File: config.mk
export PLATFORM = sky130hd
export DESIGN_NAME = imem_dmem_arbiter_flat
export DESIGN_NICKNAME = d
export VERILOG_FILES = /design/src/rtl/imem_dmem_arbiter_if.sv /design/src/rtl/imem_dmem_arbiter.sv /design/src/flat_wrapper.sv
export SDC_FILE = /design/constraint.sdc
export NUM_CORES = 1
export LEC_CHECK = 0
export CORE_UTILIZATION = 40
export DETAILED_ROUTE_END_ITERATION = 10
export PLACE_DENSITY = 0.91
export SYNTH_ARGS = -nofsm -noshare
export SYNTH_HDL_FRONTEND = slang
export SYNTH_SLANG_ARGS = --single-unit
File: constraint.sdc
create_clock -name i_clk -period 1.9 [get_ports i_clk]
set_input_delay 0.38 -clock i_clk [delete_from_list [all_inputs] [get_ports i_clk]]
set_output_delay 0.38 -clock i_clk [all_outputs]
set_load 0.01 [all_outputs]
File: src/rtl/imem_dmem_arbiter_if.sv
// imem_dmem_arbiter_if
//   Bundles every handshake and bus signal of the IF/LSU memory arbiter.
//   The arbiter connects through the slave modport. A testbench or the
//   surrounding pipeline drives the master side.
//
//   IF side  : i_if_valid, i_if_addr, i_if_flush -> o_if_ready, o_if_rdata
//   LSU side : i_lsu_valid, i_lsu_we, i_lsu_addr, i_lsu_wdata, i_lsu_bmask
//              -> o_lsu_ready, o_lsu_rdata
//   Mem bus  : o_mem_req, o_mem_we, o_mem_addr, o_mem_wdata, o_mem_bmask
//              <- i_mem_ack, i_mem_rdata
//   Debug    : o_owner (0=IF, 1=LSU), o_dbg_state (FSM state)
//
//   Handshake semantics (all three ports):
//     A requester raises valid and holds its fields stable. The arbiter
//     answers with a single-cycle ready pulse, and the read data is valid
//     in that same cycle. On the memory side o_mem_req is held with a
//     stable command until the cycle in which i_mem_ack is sampled high.
//     An IF request may also be withdrawn with i_if_flush instead of
//     waiting for ready.
interface imem_dmem_arbiter_if #(
    parameter int AW = 32
);
    logic          i_if_valid;
    logic [AW-1:0] i_if_addr;
    logic          i_if_flush;
    logic          o_if_ready;
    logic [31:0]   o_if_rdata;

    logic          i_lsu_valid;
    logic          i_lsu_we;
    logic [AW-1:0] i_lsu_addr;
    logic [31:0]   i_lsu_wdata;
    logic [3:0]    i_lsu_bmask;
    logic          o_lsu_ready;
    logic [31:0]   o_lsu_rdata;

    logic          o_mem_req;
    logic          o_mem_we;
    logic [AW-1:0] o_mem_addr;
    logic [31:0]   o_mem_wdata;
    logic [3:0]    o_mem_bmask;
    logic          i_mem_ack;
    logic [31:0]   i_mem_rdata;

    logic          o_owner;
    logic [1:0]    o_dbg_state;

    modport slave (
        input  i_if_valid, i_if_addr, i_if_flush,
        output o_if_ready, o_if_rdata,
        input  i_lsu_valid, i_lsu_we, i_lsu_addr, i_lsu_wdata, i_lsu_bmask,
        output o_lsu_ready, o_lsu_rdata,
        output o_mem_req, o_mem_we, o_mem_addr, o_mem_wdata, o_mem_bmask,
        input  i_mem_ack, i_mem_rdata,
        output o_owner, o_dbg_state
    );

    modport master (
        output i_if_valid, i_if_addr, i_if_flush,
        input  o_if_ready, o_if_rdata,
        output i_lsu_valid, i_lsu_we, i_lsu_addr, i_lsu_wdata, i_lsu_bmask,
        input  o_lsu_ready, o_lsu_rdata,
        input  o_mem_req, o_mem_we, o_mem_addr, o_mem_wdata, o_mem_bmask,
        output i_mem_ack, i_mem_rdata,
        input  o_owner, o_dbg_state
    );
endinterface

File: src/rtl/imem_dmem_arbiter.sv
// imem_dmem_arbiter
//   Shares one 32-bit memory bus between instruction fetch (IF) and the
//   load/store unit (LSU). The LSU has fixed priority. IF wins once it has
//   watched STARVE_MAX LSU grants go by while it was waiting. A fetch that
//   is flushed while it is on the bus still runs to completion, so the bus
//   protocol is never violated, but its response is discarded.
//
//   Ports:
//     i_clk  - clock, rising edge
//     i_rst  - synchronous active-high reset
//     bus    - imem_dmem_arbiter_if.slave (IF, LSU, memory bus, debug)
//
//   FSM: IDLE (arbitrate) -> BUSY (o_mem_req held until ack) -> RESP
//   (one-cycle ready pulse) -> IDLE. With a zero-wait memory the best
//   throughput is one transaction every 3 cycles.
module imem_dmem_arbiter #(
    parameter int AW         = 32,
    parameter int STARVE_MAX = 4
) (
    input logic                 i_clk,
    input logic                 i_rst,
    imem_dmem_arbiter_if.slave  bus
);

    localparam logic [1:0] S_IDLE = 2'd0;
    localparam logic [1:0] S_BUSY = 2'd1;
    localparam logic [1:0] S_RESP = 2'd2;

    localparam logic [3:0] STARVE_LIM = 4'(STARVE_MAX);

    logic [1:0]    state_q, state_d;
    logic          owner_q, owner_d;     // 0 = IF, 1 = LSU
    logic          drop_q, drop_d;       // flushed fetch still on the bus
    logic [3:0]    starve_q, starve_d;
    logic          mem_req_q, mem_req_d;
    logic          mem_we_q, mem_we_d;
    logic [AW-1:0] mem_addr_q, mem_addr_d;
    logic [31:0]   mem_wdata_q, mem_wdata_d;
    logic [3:0]    mem_bmask_q, mem_bmask_d;
    logic [31:0]   if_rdata_q, if_rdata_d;
    logic [31:0]   lsu_rdata_q, lsu_rdata_d;

    logic          if_cand;
    logic          if_forced;

    // A fetch that is being flushed in this cycle is not a candidate.
    assign if_cand   = bus.i_if_valid & ~bus.i_if_flush;
    assign if_forced = if_cand && (starve_q == STARVE_LIM);

    always_comb begin
        state_d     = state_q;
        owner_d     = owner_q;
        drop_d      = drop_q;
        starve_d    = starve_q;
        mem_req_d   = mem_req_q;
        mem_we_d    = mem_we_q;
        mem_addr_d  = mem_addr_q;
        mem_wdata_d = mem_wdata_q;
        mem_bmask_d = mem_bmask_q;
        if_rdata_d  = if_rdata_q;
        lsu_rdata_d = lsu_rdata_q;

        case (state_q)
            S_IDLE: begin
                if (!bus.i_if_valid) begin
                    starve_d = 4'd0;
                end
                if (bus.i_lsu_valid && !if_forced) begin
                    owner_d     = 1'b1;
                    mem_req_d   = 1'b1;
                    mem_we_d    = bus.i_lsu_we;
                    mem_addr_d  = bus.i_lsu_addr;
                    mem_wdata_d = bus.i_lsu_wdata;
                    mem_bmask_d = bus.i_lsu_bmask;
                    state_d     = S_BUSY;
                    // Only LSU grants taken while IF waits count towards
                    // starvation.
                    if (if_cand && (starve_q < STARVE_LIM)) begin
                        starve_d = starve_q + 4'd1;
                    end
                end else if (if_cand) begin
                    owner_d     = 1'b0;
                    mem_req_d   = 1'b1;
                    mem_we_d    = 1'b0;
                    mem_addr_d  = bus.i_if_addr;
                    mem_wdata_d = 32'h0;
                    mem_bmask_d = 4'hF;
                    state_d     = S_BUSY;
                    starve_d    = 4'd0;
                end
            end

            S_BUSY: begin
                if (!owner_q && bus.i_if_flush) begin
                    drop_d = 1'b1;
                end
                if (bus.i_mem_ack) begin
                    mem_req_d = 1'b0;
                    if (owner_q) begin
                        lsu_rdata_d = bus.i_mem_rdata;
                    end else begin
                        if_rdata_d = bus.i_mem_rdata;
                    end
                    // A flushed fetch skips RESP, so IF never sees a ready
                    // pulse for it.
                    if (!owner_q && (drop_q || bus.i_if_flush)) begin
                        state_d = S_IDLE;
                        drop_d  = 1'b0;
                    end else begin
                        state_d = S_RESP;
                    end
                end
            end

            S_RESP: begin
                state_d = S_IDLE;
            end

            default: begin
                state_d = S_IDLE;
            end
        endcase
    end

    always_ff @(posedge i_clk) begin
        if (i_rst) begin
            state_q     <= S_IDLE;
            owner_q     <= 1'b0;
            drop_q      <= 1'b0;
            starve_q    <= 4'd0;
            mem_req_q   <= 1'b0;
            mem_we_q    <= 1'b0;
            mem_addr_q  <= '0;
            mem_wdata_q <= 32'h0;
            mem_bmask_q <= 4'h0;
            if_rdata_q  <= 32'h0;
            lsu_rdata_q <= 32'h0;
        end else begin
            state_q     <= state_d;
            owner_q     <= owner_d;
            drop_q      <= drop_d;
            starve_q    <= starve_d;
            mem_req_q   <= mem_req_d;
            mem_we_q    <= mem_we_d;
            mem_addr_q  <= mem_addr_d;
            mem_wdata_q <= mem_wdata_d;
            mem_bmask_q <= mem_bmask_d;
            if_rdata_q  <= if_rdata_d;
            lsu_rdata_q <= lsu_rdata_d;
        end
    end

    // A flush arriving in the RESP cycle itself still suppresses the IF
    // ready pulse, so the IF ready is gated combinationally with the flush.
    assign bus.o_if_ready  = (state_q == S_RESP) && !owner_q && !bus.i_if_flush;
    assign bus.o_lsu_ready = (state_q == S_RESP) && owner_q;
    assign bus.o_if_rdata  = if_rdata_q;
    assign bus.o_lsu_rdata = lsu_rdata_q;
    assign bus.o_mem_req   = mem_req_q;
    assign bus.o_mem_we    = mem_we_q;
    assign bus.o_mem_addr  = mem_addr_q;
    assign bus.o_mem_wdata = mem_wdata_q;
    assign bus.o_mem_bmask = mem_bmask_q;
    assign bus.o_owner     = owner_q;
    assign bus.o_dbg_state = state_q;

endmodule

File: src/flat_wrapper.sv
// flat-port wrapper written by rule: the top's interface ports become plain ports
module imem_dmem_arbiter_flat 
#(
    parameter int AW         = 32,
    parameter int STARVE_MAX = 4
)
  (i_clk, i_rst, bus_i_if_valid, bus_i_if_addr, bus_i_if_flush, bus_o_if_ready, bus_o_if_rdata, bus_i_lsu_valid, bus_i_lsu_we, bus_i_lsu_addr, bus_i_lsu_wdata, bus_i_lsu_bmask, bus_o_lsu_ready, bus_o_lsu_rdata, bus_o_mem_req, bus_o_mem_we, bus_o_mem_addr, bus_o_mem_wdata, bus_o_mem_bmask, bus_i_mem_ack, bus_i_mem_rdata, bus_o_owner, bus_o_dbg_state);
  imem_dmem_arbiter_if #(.AW(AW)) bus_i ();
  input logic i_clk;
  input logic i_rst;
  input wire logic [$bits(bus_i.i_if_valid)-1:0] bus_i_if_valid;
  input wire logic [$bits(bus_i.i_if_addr)-1:0] bus_i_if_addr;
  input wire logic [$bits(bus_i.i_if_flush)-1:0] bus_i_if_flush;
  output wire logic [$bits(bus_i.o_if_ready)-1:0] bus_o_if_ready;
  output wire logic [$bits(bus_i.o_if_rdata)-1:0] bus_o_if_rdata;
  input wire logic [$bits(bus_i.i_lsu_valid)-1:0] bus_i_lsu_valid;
  input wire logic [$bits(bus_i.i_lsu_we)-1:0] bus_i_lsu_we;
  input wire logic [$bits(bus_i.i_lsu_addr)-1:0] bus_i_lsu_addr;
  input wire logic [$bits(bus_i.i_lsu_wdata)-1:0] bus_i_lsu_wdata;
  input wire logic [$bits(bus_i.i_lsu_bmask)-1:0] bus_i_lsu_bmask;
  output wire logic [$bits(bus_i.o_lsu_ready)-1:0] bus_o_lsu_ready;
  output wire logic [$bits(bus_i.o_lsu_rdata)-1:0] bus_o_lsu_rdata;
  output wire logic [$bits(bus_i.o_mem_req)-1:0] bus_o_mem_req;
  output wire logic [$bits(bus_i.o_mem_we)-1:0] bus_o_mem_we;
  output wire logic [$bits(bus_i.o_mem_addr)-1:0] bus_o_mem_addr;
  output wire logic [$bits(bus_i.o_mem_wdata)-1:0] bus_o_mem_wdata;
  output wire logic [$bits(bus_i.o_mem_bmask)-1:0] bus_o_mem_bmask;
  input wire logic [$bits(bus_i.i_mem_ack)-1:0] bus_i_mem_ack;
  input wire logic [$bits(bus_i.i_mem_rdata)-1:0] bus_i_mem_rdata;
  output wire logic [$bits(bus_i.o_owner)-1:0] bus_o_owner;
  output wire logic [$bits(bus_i.o_dbg_state)-1:0] bus_o_dbg_state;
  assign bus_i.i_if_valid = bus_i_if_valid;
  assign bus_i.i_if_addr = bus_i_if_addr;
  assign bus_i.i_if_flush = bus_i_if_flush;
  assign bus_o_if_ready = bus_i.o_if_ready;
  assign bus_o_if_rdata = bus_i.o_if_rdata;
  assign bus_i.i_lsu_valid = bus_i_lsu_valid;
  assign bus_i.i_lsu_we = bus_i_lsu_we;
  assign bus_i.i_lsu_addr = bus_i_lsu_addr;
  assign bus_i.i_lsu_wdata = bus_i_lsu_wdata;
  assign bus_i.i_lsu_bmask = bus_i_lsu_bmask;
  assign bus_o_lsu_ready = bus_i.o_lsu_ready;
  assign bus_o_lsu_rdata = bus_i.o_lsu_rdata;
  assign bus_o_mem_req = bus_i.o_mem_req;
  assign bus_o_mem_we = bus_i.o_mem_we;
  assign bus_o_mem_addr = bus_i.o_mem_addr;
  assign bus_o_mem_wdata = bus_i.o_mem_wdata;
  assign bus_o_mem_bmask = bus_i.o_mem_bmask;
  assign bus_i.i_mem_ack = bus_i_mem_ack;
  assign bus_i.i_mem_rdata = bus_i_mem_rdata;
  assign bus_o_owner = bus_i.o_owner;
  assign bus_o_dbg_state = bus_i.o_dbg_state;
  imem_dmem_arbiter #(.AW(AW), .STARVE_MAX(STARVE_MAX)) u_core (.i_clk(i_clk), .i_rst(i_rst), .bus(bus_i));
endmodule
; Yosys cells after proc, flatten, opt, wreduce, memory -nomap -nowiden
; Cells that the tools add are included.
[totals]
reg_bits = 142
input_bits = 139
out_inout_bits = 139
wordCells = 66
[classes]
add_sub_neg = 1
order_cmp = 1
eq_ne = 5
muxes = 25
bitwise_logic = 3
n_reduce_logical = 20
[ops]
columns = operator, count
row1 = 2-to-1 mux 32 bit, 4
row2 = 2-to-1 mux 4 bit, 6
row3 = 2-to-1 mux 1 bit, 9
row4 = AND reduction 3 bit, 3
row5 = logical AND 1 bit, 8
row6 = 2-to-1 mux 2 bit, 4
row7 = "adder 4 x 1 -> 4 bit, second input constant", 1
row8 = "== test 4 x 3 -> 1 bit, second input constant", 1
row9 = "< comparator 4 x 3 -> 1 bit, second input constant", 1
row10 = case mux 2 bit (2 select lines), 1
row11 = AND reduction 2 bit, 2
row12 = nonzero test 2 bit, 2
row13 = zero test 1 bit, 3
row14 = "inequality test 3 x 1 -> 1 bit, second input constant", 1
row15 = "== test 2 x 1 -> 1 bit, second input constant", 1
row16 = "== test 2 bit, second input constant", 1
row17 = zero test 2 bit, 1
row18 = "inequality test 2 bit, second input constant", 1
row19 = inverter 1 bit, 2
row20 = case mux 1 bit (2 select lines), 1
row21 = bitwise AND 1 bit, 1
row22 = logical OR 1 bit, 1

; Logic depth before layout (Yosys ltp)
; Gate-level depths: netlist (run 1).
[depth]
ltp_word = 7
ltp_mapped = 7
ltp_nobuf = 6

; Least setup slack after synthesis (run 1)
; Ideal clock, no wire load.
[synth_timing]
kind = register -> register
from = register u_core.starve_q[0]
to = register u_core.starve_q[0]
setup_time_ns = 0.121
arrival_time_ns = 1.368
required_ns = 1.779
path_slack_ns = 0.411
stages_incl_launch_ff = 7
n_path_buf = 0
period_less_slack_ns = 1.489
cell_sequence = dfxtp_1 -> inv_1 -> ha_1 -> nand4bb_4 -> o21a_4 -> and3_1 -> mux2_2
[synth_via]
elab_chain_cells = 5
word_cells_on_any_way = 11
cone_classes = add/sub: 1 / order compare: 1 / eq/ne: 1 / mux: 4 / reduce/logical: 4
[synth_rtl]
columns = element, line_no
row1 = "start, declared", imem_dmem_arbiter.sv:34  ; logic [3:0] starve_q, starve_d;
row2 = "start signal, assigned", imem_dmem_arbiter.sv:142  ; starve_q <= starve_d;
row3 = branches (longest 4 deep; another with < comparator 4 x 3 -> 1 bit), n/a
row4 = 2-to-1 mux 4 bit *, imem_dmem_arbiter.sv:68  ; if (bus.i_lsu_valid && !if_forced) begin
; Every way passes the cells marked *.
; A chain may end at the register's enable or synchronous reset.

; Final worst setup path (run 1)
[layout_timing]
from = register u_core.state_q[1], in the netlist u_core.bus.o_dbg_state[1]
to = output bus_o_dbg_state[1]
[layout_rtl]
columns = element, line_no
row1 = "start, declared", imem_dmem_arbiter.sv:31  ; logic [1:0] state_q, state_d;
row2 = "start signal, assigned", imem_dmem_arbiter.sv:139  ; state_q <= state_d;
row3 = "end, declared", flat_wrapper.sv:31  ; output wire logic [$bits(bus_i.o_dbg_state)-1:0] bus_o_dbg_state;
; No word-level cell between the ends.

==> impl_results.md, run 1 <==
* Layout area overhead at 64.94%
* CTS Sinks at 142
* IO Pins at 278
* DRT Wirelength at 16.63 mm
* Clock power frac at 0.413
* CTS root buffer: clkbuf_16
* Skew final at 0.007989 ns
* Slew Viols, Final at 0
* Largest cells by area after synthesis: dfxtp_1, nand2_1, a311oi_2, a21oi_1, a22o_1
* Final setup fails at 0
* Setup crit end kind: output port
* Reg power frac at 0.411
* Post-Syn Nets at 745
* Cell Int Power at 6.001 mW
* Initial cell density of the core at 0.4123
* Synth Cell Area at 0.005503 sq mm
* Sw frac at 0.2436
* Placed cells at 1034
* Clock transition at the registers of the reported paths at 0.06 ns
* Initial antenna violation count at 0
* Maximum number of pins on one net before global-route repair at 71
* Nets at 1019
* Worst rel slew slack at 0.5087
* Row Count at 42
* Logic pwr share at 0.175
* Final Util at 0.6800
* Final min period at 1.813 ns
* Worst path slowest cell: clkdlybuf4s50_1
* Leading area contributor after synthesis: dfxtp_1
* DRC at 0
* DR pass1 iterations at 4
* GP Congestion at 0.8246
* Max Fclk at 0.5516 GHz
* Ratio of cells with drive above 1 in the final layout at 0.1180
* CP Launch Type: register
* CTS tree: yes
* Antenna diodes at 0
* Yosys cell types at 35
* Syn_area_per_cell at 9.111 sq um
* Slew at the pin closest to its max-slew limit at 0.7353 ns
* Most frequent cells in the layout: clkdlybuf4s50_1, nand2_1, dfxtp_1
* Register area share after synthesis at 0.5166
* Max Cap Viol at 0
* Power Density at 874.2 mW/mm^2
* Critical Path Fanout Max at 6
* Area of the multi-input gates at 0.002366 sq mm
* Setup slack, reg-to-reg at 0.16 ns
* TritonCTS Buffers at 17
* CP arrival at 1.43 ns
* Detail Route Antenna Nets at 0
* Chip width at 119.3 um
* Vias at 5306
* Worst-case clock buffer depth at 2
* Post-Synthesis Cells at 604
* Final HPWL DP at 11.79 mm
* Net Sw Power at 1.933 mW
* Die area at 0.01423 sq mm
* Filler cells at 1050
* Required @ worst endpoint at 1.52 ns
* RSZ-0062 raised after global routing: false
* CP cell instances: buf_4 -> clkdlybuf4s50_1
* Average vias per placed instance at 4.977
* CP Class: reg -> out
* Seq. cell area at 0.002848 sq mm
* H-tree Lvls at 4
* Slowest Stage Delay on Critical Path at 0.55 ns
* Fin cells at 1066
* Lkg Pwr at 3.329 nW
* Core box area at 0.01335 sq mm
* Drt wl/cell at 15.60 um
* First-pass GRT wire length at 26.07 mm
* Total power at 7.934 mW
* Die Y at 119.3 um
* Most common cell after layout, fill and taps aside: clkdlybuf4s50_1
* DR iter-0 viols at 326
* Share of the synthesized area in the top cell type at 0.5166
* Crit path max-delay family: buffers and inverters
* Syn. warnings at 0
* Max VDD drop at 0.5809 mV
* GRT Overall Usage at 0.2317
* Total grt overflow at 0
* Final period util at 0.9541
* Port Buffers at 277
* Register bit total from synthesis at 142
* Clock latency on the worst-skew pair at 0.42 ns
* Outcome: finished, final reports clean
* Final Hold Fails at 0
* Buf/Inv on CP at 2
* Number of global-route vias before repair at 5211
* Min-delay worst type: in -> reg
sequential cells by signal (all words and copies together), names as in the netlist:
signal                  cells
u_core.bus.o_dbg_state      2
u_core.bus.o_if_rdata      32
u_core.bus.o_lsu_rdata     32
u_core.bus.o_mem_addr      32
u_core.bus.o_mem_bmask      4
u_core.bus.o_mem_req        1
u_core.bus.o_mem_wdata     32
u_core.bus.o_mem_we         1
u_core.bus.o_owner          1
u_core.drop_q               1
u_core.starve_q             4
synth_stat cells:
| master | instances |
|---|---|
| a41oi_1 | 1 |
| a32o_1 | 1 |
| inv_1 | 7 |
| nand2_1 | 193 |
| nand4bb_4 | 1 |
| nor2_2 | 1 |
| nor4_1 | 1 |
| buf_6 | 9 |
| nand2b_1 | 1 |
| nor4b_1 | 1 |
| o21a_4 | 1 |
| a22o_1 | 34 |
| nor2_4 | 2 |
| buf_1 | 2 |
| nand3b_4 | 1 |
| o21ai_4 | 1 |
| and3_1 | 1 |
| clkbuf_1 | 9 |
| mux2_2 | 1 |
| o21ai_0 | 3 |
| or2_2 | 1 |
| ha_1 | 2 |
| a311oi_2 | 32 |
| a21boi_0 | 1 |
| o41ai_1 | 1 |
| o211ai_4 | 1 |
| nor2_1 | 47 |
| a31oi_1 | 1 |
| nor3_1 | 10 |
| buf_4 | 10 |
| a21oi_1 | 65 |
| nor2b_1 | 3 |
| o21a_1 | 1 |
| buf_2 | 16 |
| dfxtp_1 | 142 |
layout make-up:
class	count	area share
Clock buffer	21	0.05294
Clock inverter	10	0.01227
Inverter	7	0.002895
Multi-Input combinational cell	410	0.2607
Sequential cell	142	0.3138
Tap cell	176	0.02426
Timing Repair Buffer	300	0.3332
power groups by stage:
stage / Combinational [mW] / Clock (mW) / Sequential, mW
6_report: 1.39 / 3.28 / 3.26
5_1_grt: 1.49 / 3.47 / 3.28
4_1_cts: 1.39 / 3.33 / 3.26
3_5_place_dp: 1.38 / 0 / 3.32
3_3_place_gp: 1.36 / 0 / 3.32
2_1_floorplan: 0.531 / 0 / 3.39
cells by family after synthesis:
| logic type | after synthesis | synth area share |
|---|---|---|
| AO/OA/AOI/OAI | 143 | 0.2217 |
| multiplexers | 1 | 0.002046 |
| flip-flops | 142 | 0.5166 |
| AND/OR/NAND/NOR | 263 | 0.1962 |
| adder cells (fa/ha/maj) | 2 | 0.004547 |
| buffers and inverters | 53 | 0.05889 |
final timing paths:
path	start	end	cells past startpoint
worst max-delay path	u_core.bus.o_dbg_state[1]$_SDFFE_PP0P_	bus_o_dbg_state[1]	2
worst min-delay path	i_rst	u_core.starve_q[3]$_SDFFE_PP0P_	2
worst max register to register	u_core.starve_q[0]$_SDFFE_PP0P_	u_core.bus.o_owner$_SDFFE_PP0P_	7
worst min register to register	u_core.bus.o_if_rdata[31]$_SDFFE_PP0P_	u_core.bus.o_if_rdata[31]$_SDFFE_PP0P_	2
per-layer routing:
| metal | wire [um] | part of all wire | GRT usage |
|---|---|---|---|
| met5 | 0 | 0 | 0 |
| met4 | 473 | 0.028 | 0.1156 |
| met2 | 8489 | 0.51 | 0.4099 |
| met3 | 1009 | 0.061 | 0.05220 |
| met1 | 6658 | 0.40 | 0.2605 |
stage by stage:
| step | setup TNS, ns | hold slack [ns] | setup WS [ns] | instance area [sq um] |
|---|---|---|---|---|
| finish | 0 | 0.2828 | 0.08716 | 9076 |
| floorplan | 0 | 0.4547 | 0.4110 | 5503 |
| CTS | 0 | 0.2301 | 0.03745 | 9066 |
| global route | 0 | 0.2837 | 0.02482 | 9076 |
| global placement | -8.921 | 0.4409 | -0.2197 | 8468 |
| detailed placement | -10.98 | 0.4459 | -0.2476 | 8468 |
what timing repair did:
action,4_1_cts,5_1_grt
hold buffers,0,0
resized for setup,5,5
endpoints found under the setup margin,3,35
pin swaps,0,1
cloned,0,1
setup buffers,0,0
Note: power is estimated with default switching activity, not from simulation.
==> run 2: changes to the inputs <==
--- a/constraint.sdc
+++ b/constraint.sdc
@@ -3,2 +3,2 @@
 set_output_delay 0.38 -clock i_clk [all_outputs]
-set_load 0.01 [all_outputs]
+set_load 0.05 [all_outputs]
==> run 2 against run 1 <==
Compared with the run above: non-clock buffer count unchanged; first-iteration DRC count increased by 5.2%; critical path depth increased by 1; count of clock-buffer cells in the layout is 3 lower; largest power group unchanged.
==> impl_results.md, run 2 (same netlist as run 1, synthesis figures left out) <==
* Outcome: finished, final reports clean
* Lkg Pwr at 3.851 nW (+16%)
* Worst r2r src: u_core.starve_q[0]$_SDFFE_PP0P_
* Critical Path Fanout Max at 7 (+1)
* Most common cell after layout, fill and taps aside: nand2_1
* Final HPWL DP at 11.91 mm (+1.0%)
* Setup crit end kind: output port
* Filler cells at 1088 (+3.6%)
* Area of the multi-input gates at 0.002380 sq mm (+0.58%)
* Seq. cell area at 0.002845 sq mm (about the same)
* Power Density at 953.1 mW/mm^2 (+9.0%)
* Slew at the pin closest to its max-slew limit at 0.7671 ns (+0.03185 ns)
* Drt wl/cell at 16.04 um (+2.8%)
* Nets at 1019 (unchanged)
* DR pass1 iterations at 6 (+2)
* Max Cap Viol at 0 (unchanged)
* HP Start: i_rst
* Layout area overhead at 63.26%
* R2R depth at 6 (-1)
* Slew Viols, Final at 0 (unchanged)
* Setup slack, reg-to-reg at 0.20 ns (+0.04 ns)
* Die Y at 119.3 um (unchanged)
* Min-delay worst type: in -> reg
* Final Hold Fails at 0 (unchanged)
* Hold_buf cts at 0 (unchanged)
* CP Class: reg -> out
* Worst-case clock buffer depth at 2 (unchanged)
* Clock transition at the registers of the reported paths at 0.06 ns (about the same)
* Number of global-route vias before repair at 5249 (+0.73%)
* Chip width at 119.3 um (unchanged)
* Core box area at 0.01335 sq mm (unchanged)
* CTS root buffer: clkbuf_16
* Vias at 5302 (-0.075%)
* Max Fclk at 0.5547 GHz (+0.55%)
* Ratio of cells with drive above 1 in the final layout at 0.1684 (+0.05037)
* DRT Wirelength at 17.12 mm (+2.9%)
* Skew final at 0.006459 ns (-0.001530 ns)
* Required @ worst endpoint at 1.52 ns (about the same)
* Die area at 0.01423 sq mm (unchanged)
* Final period util at 0.9489 (-0.005222)
* Average vias per placed instance at 4.969 (-0.17%)
* CP arrival at 1.42 ns (about the same)
* Worst hold endpoint: u_core.bus.o_mem_addr[17]$_SDFFE_PP0P_
* CTS tree: yes
* Row Count at 42 (unchanged)
* Final Util at 0.6730 (-0.006937)
* Total power at 8.563 mW (+7.9%)
* Fin cells at 1067 (+0.094%)
* Hold Path Cell Cnt at 2 (unchanged)
* Port Buffers at 277 (unchanged)
* Clock latency on the worst-skew pair at 0.41 ns (about the same)
* RSZ-0062 raised after global routing: false
* Antenna diodes at 0 (unchanged)
* Detail Route Antenna Nets at 0 (unchanged)
* TritonCTS Buffers at 17 (unchanged)
* DRC at 0 (unchanged)
* CP Launch Type: register
* GRT Overall Usage at 0.2411 (+0.009365)
* Max VDD drop at 0.5424 mV (-6.6%)
* DR iter-0 viols at 343 (+5.2%)
* Total grt overflow at 0 (unchanged)
* GP Congestion at 0.8214 (-0.39%)
* Final min period at 1.803 ns (-0.009921 ns)
* Initial cell density of the core at 0.4123 (unchanged)
* H-tree Lvls at 4 (unchanged)
* Worst R2R End: u_core.bus.o_mem_wdata[28]$_SDFFE_PP0P_
* Post-route setup TNS at 0 ns (unchanged)
* IO Pins at 278 (unchanged)
* Maximum number of pins on one net before global-route repair at 74 (+4.2%)
* Most frequent cells in the layout: nand2_1, dfxtp_1, clkdlybuf4s50_1
* Worst rel slew slack at 0.4874 (-0.02129)
* Final setup fails at 0 (unchanged)
* Placed cells at 1034 (unchanged)
* First-pass GRT wire length at 26.74 mm (+2.6%)
* CTS Sinks at 142 (unchanged)
* Initial antenna violation count at 0 (unchanged)
run 2: how the worst max path moves through the flow:
stage,endpoint,startpoint,slack [ns]
5_1_grt,bus_o_lsu_ready,u_core.bus.o_dbg_state[1]$_SDFFE_PP0P_,0.04
3_5_place_dp,u_core.bus.o_mem_wdata[11]$_SDFFE_PP0P_,bus_i_if_flush,-0.25
2_1_floorplan,bus_o_lsu_ready,u_core.bus.o_dbg_state[1]$_SDFFE_PP0P_,-0.13
6_report,bus_o_lsu_ready,u_core.bus.o_dbg_state[1]$_SDFFE_PP0P_,0.1
4_1_cts,bus_o_if_ready,u_core.bus.o_dbg_state[1]$_SDFFE_PP0P_,0.002
3_3_place_gp,u_core.bus.o_mem_wdata[25]$_SDFFE_PP0P_,bus_i_if_flush,-0.18
run 2: worst max-delay path, stage by stage, from the launching register on:
cell     delay, ns
dfxtp_2       0.41
inv_1         0.15
nor3_4        0.27
buf_12        0.17
run 2: per-stage QoR:
step	area, sq um	setup slack [ns]	hold slack, ns
6_report	8984	0.09708	0.3364
5_1_grt	8984	0.04499	0.3301
3_3_place_gp	8459	-0.1834	0.4407
3_5_place_dp	8459	-0.2461	0.4466
2_1_floorplan	5523	-0.1322	0.4547
4_1_cts	8970	0.001583	0.2936
run 2: where the power goes:
part / internal (mW) / switching [mW] / leakage (nW)
clock network: 2.13 / 1.33 / 0.296
registers: 3.16 / 0.0965 / 1.16
logic: 0.706 / 1.15 / 2.39
run 2: area by class of cell:
class / instances / share of cell area
clock buffer: 18 / 0.04889
clock inverter: 14 / 0.02019
inverter: 7 / 0.002925
multi-input combinational: 410 / 0.2649
sequential: 142 / 0.3167
tap: 176 / 0.02451
timing repair buffer: 300 / 0.3219
run 2: per-layer routing:
metal  part of all wire  vias up  wire length (um)  global-route usage
li1                   -     2609                 -                   -
met1               0.40     2452              6769              0.2744
met2               0.52      202              8876              0.4237
met3              0.055       39               948             0.05364
met4              0.031        0               524              0.1188
met5                  0        -                 0                   0
run 2: timing repair:
| item | in CTS | in global routing |
|---|---|---|
| cloned | 0 | 1 |
| resized for setup | 98 | 2 |
| hold endpoints to repair | 0 | 0 |
| setup endpoints to repair | 97 | 34 |
| setup buffers | 0 | 0 |
| pin swaps | 0 | 2 |
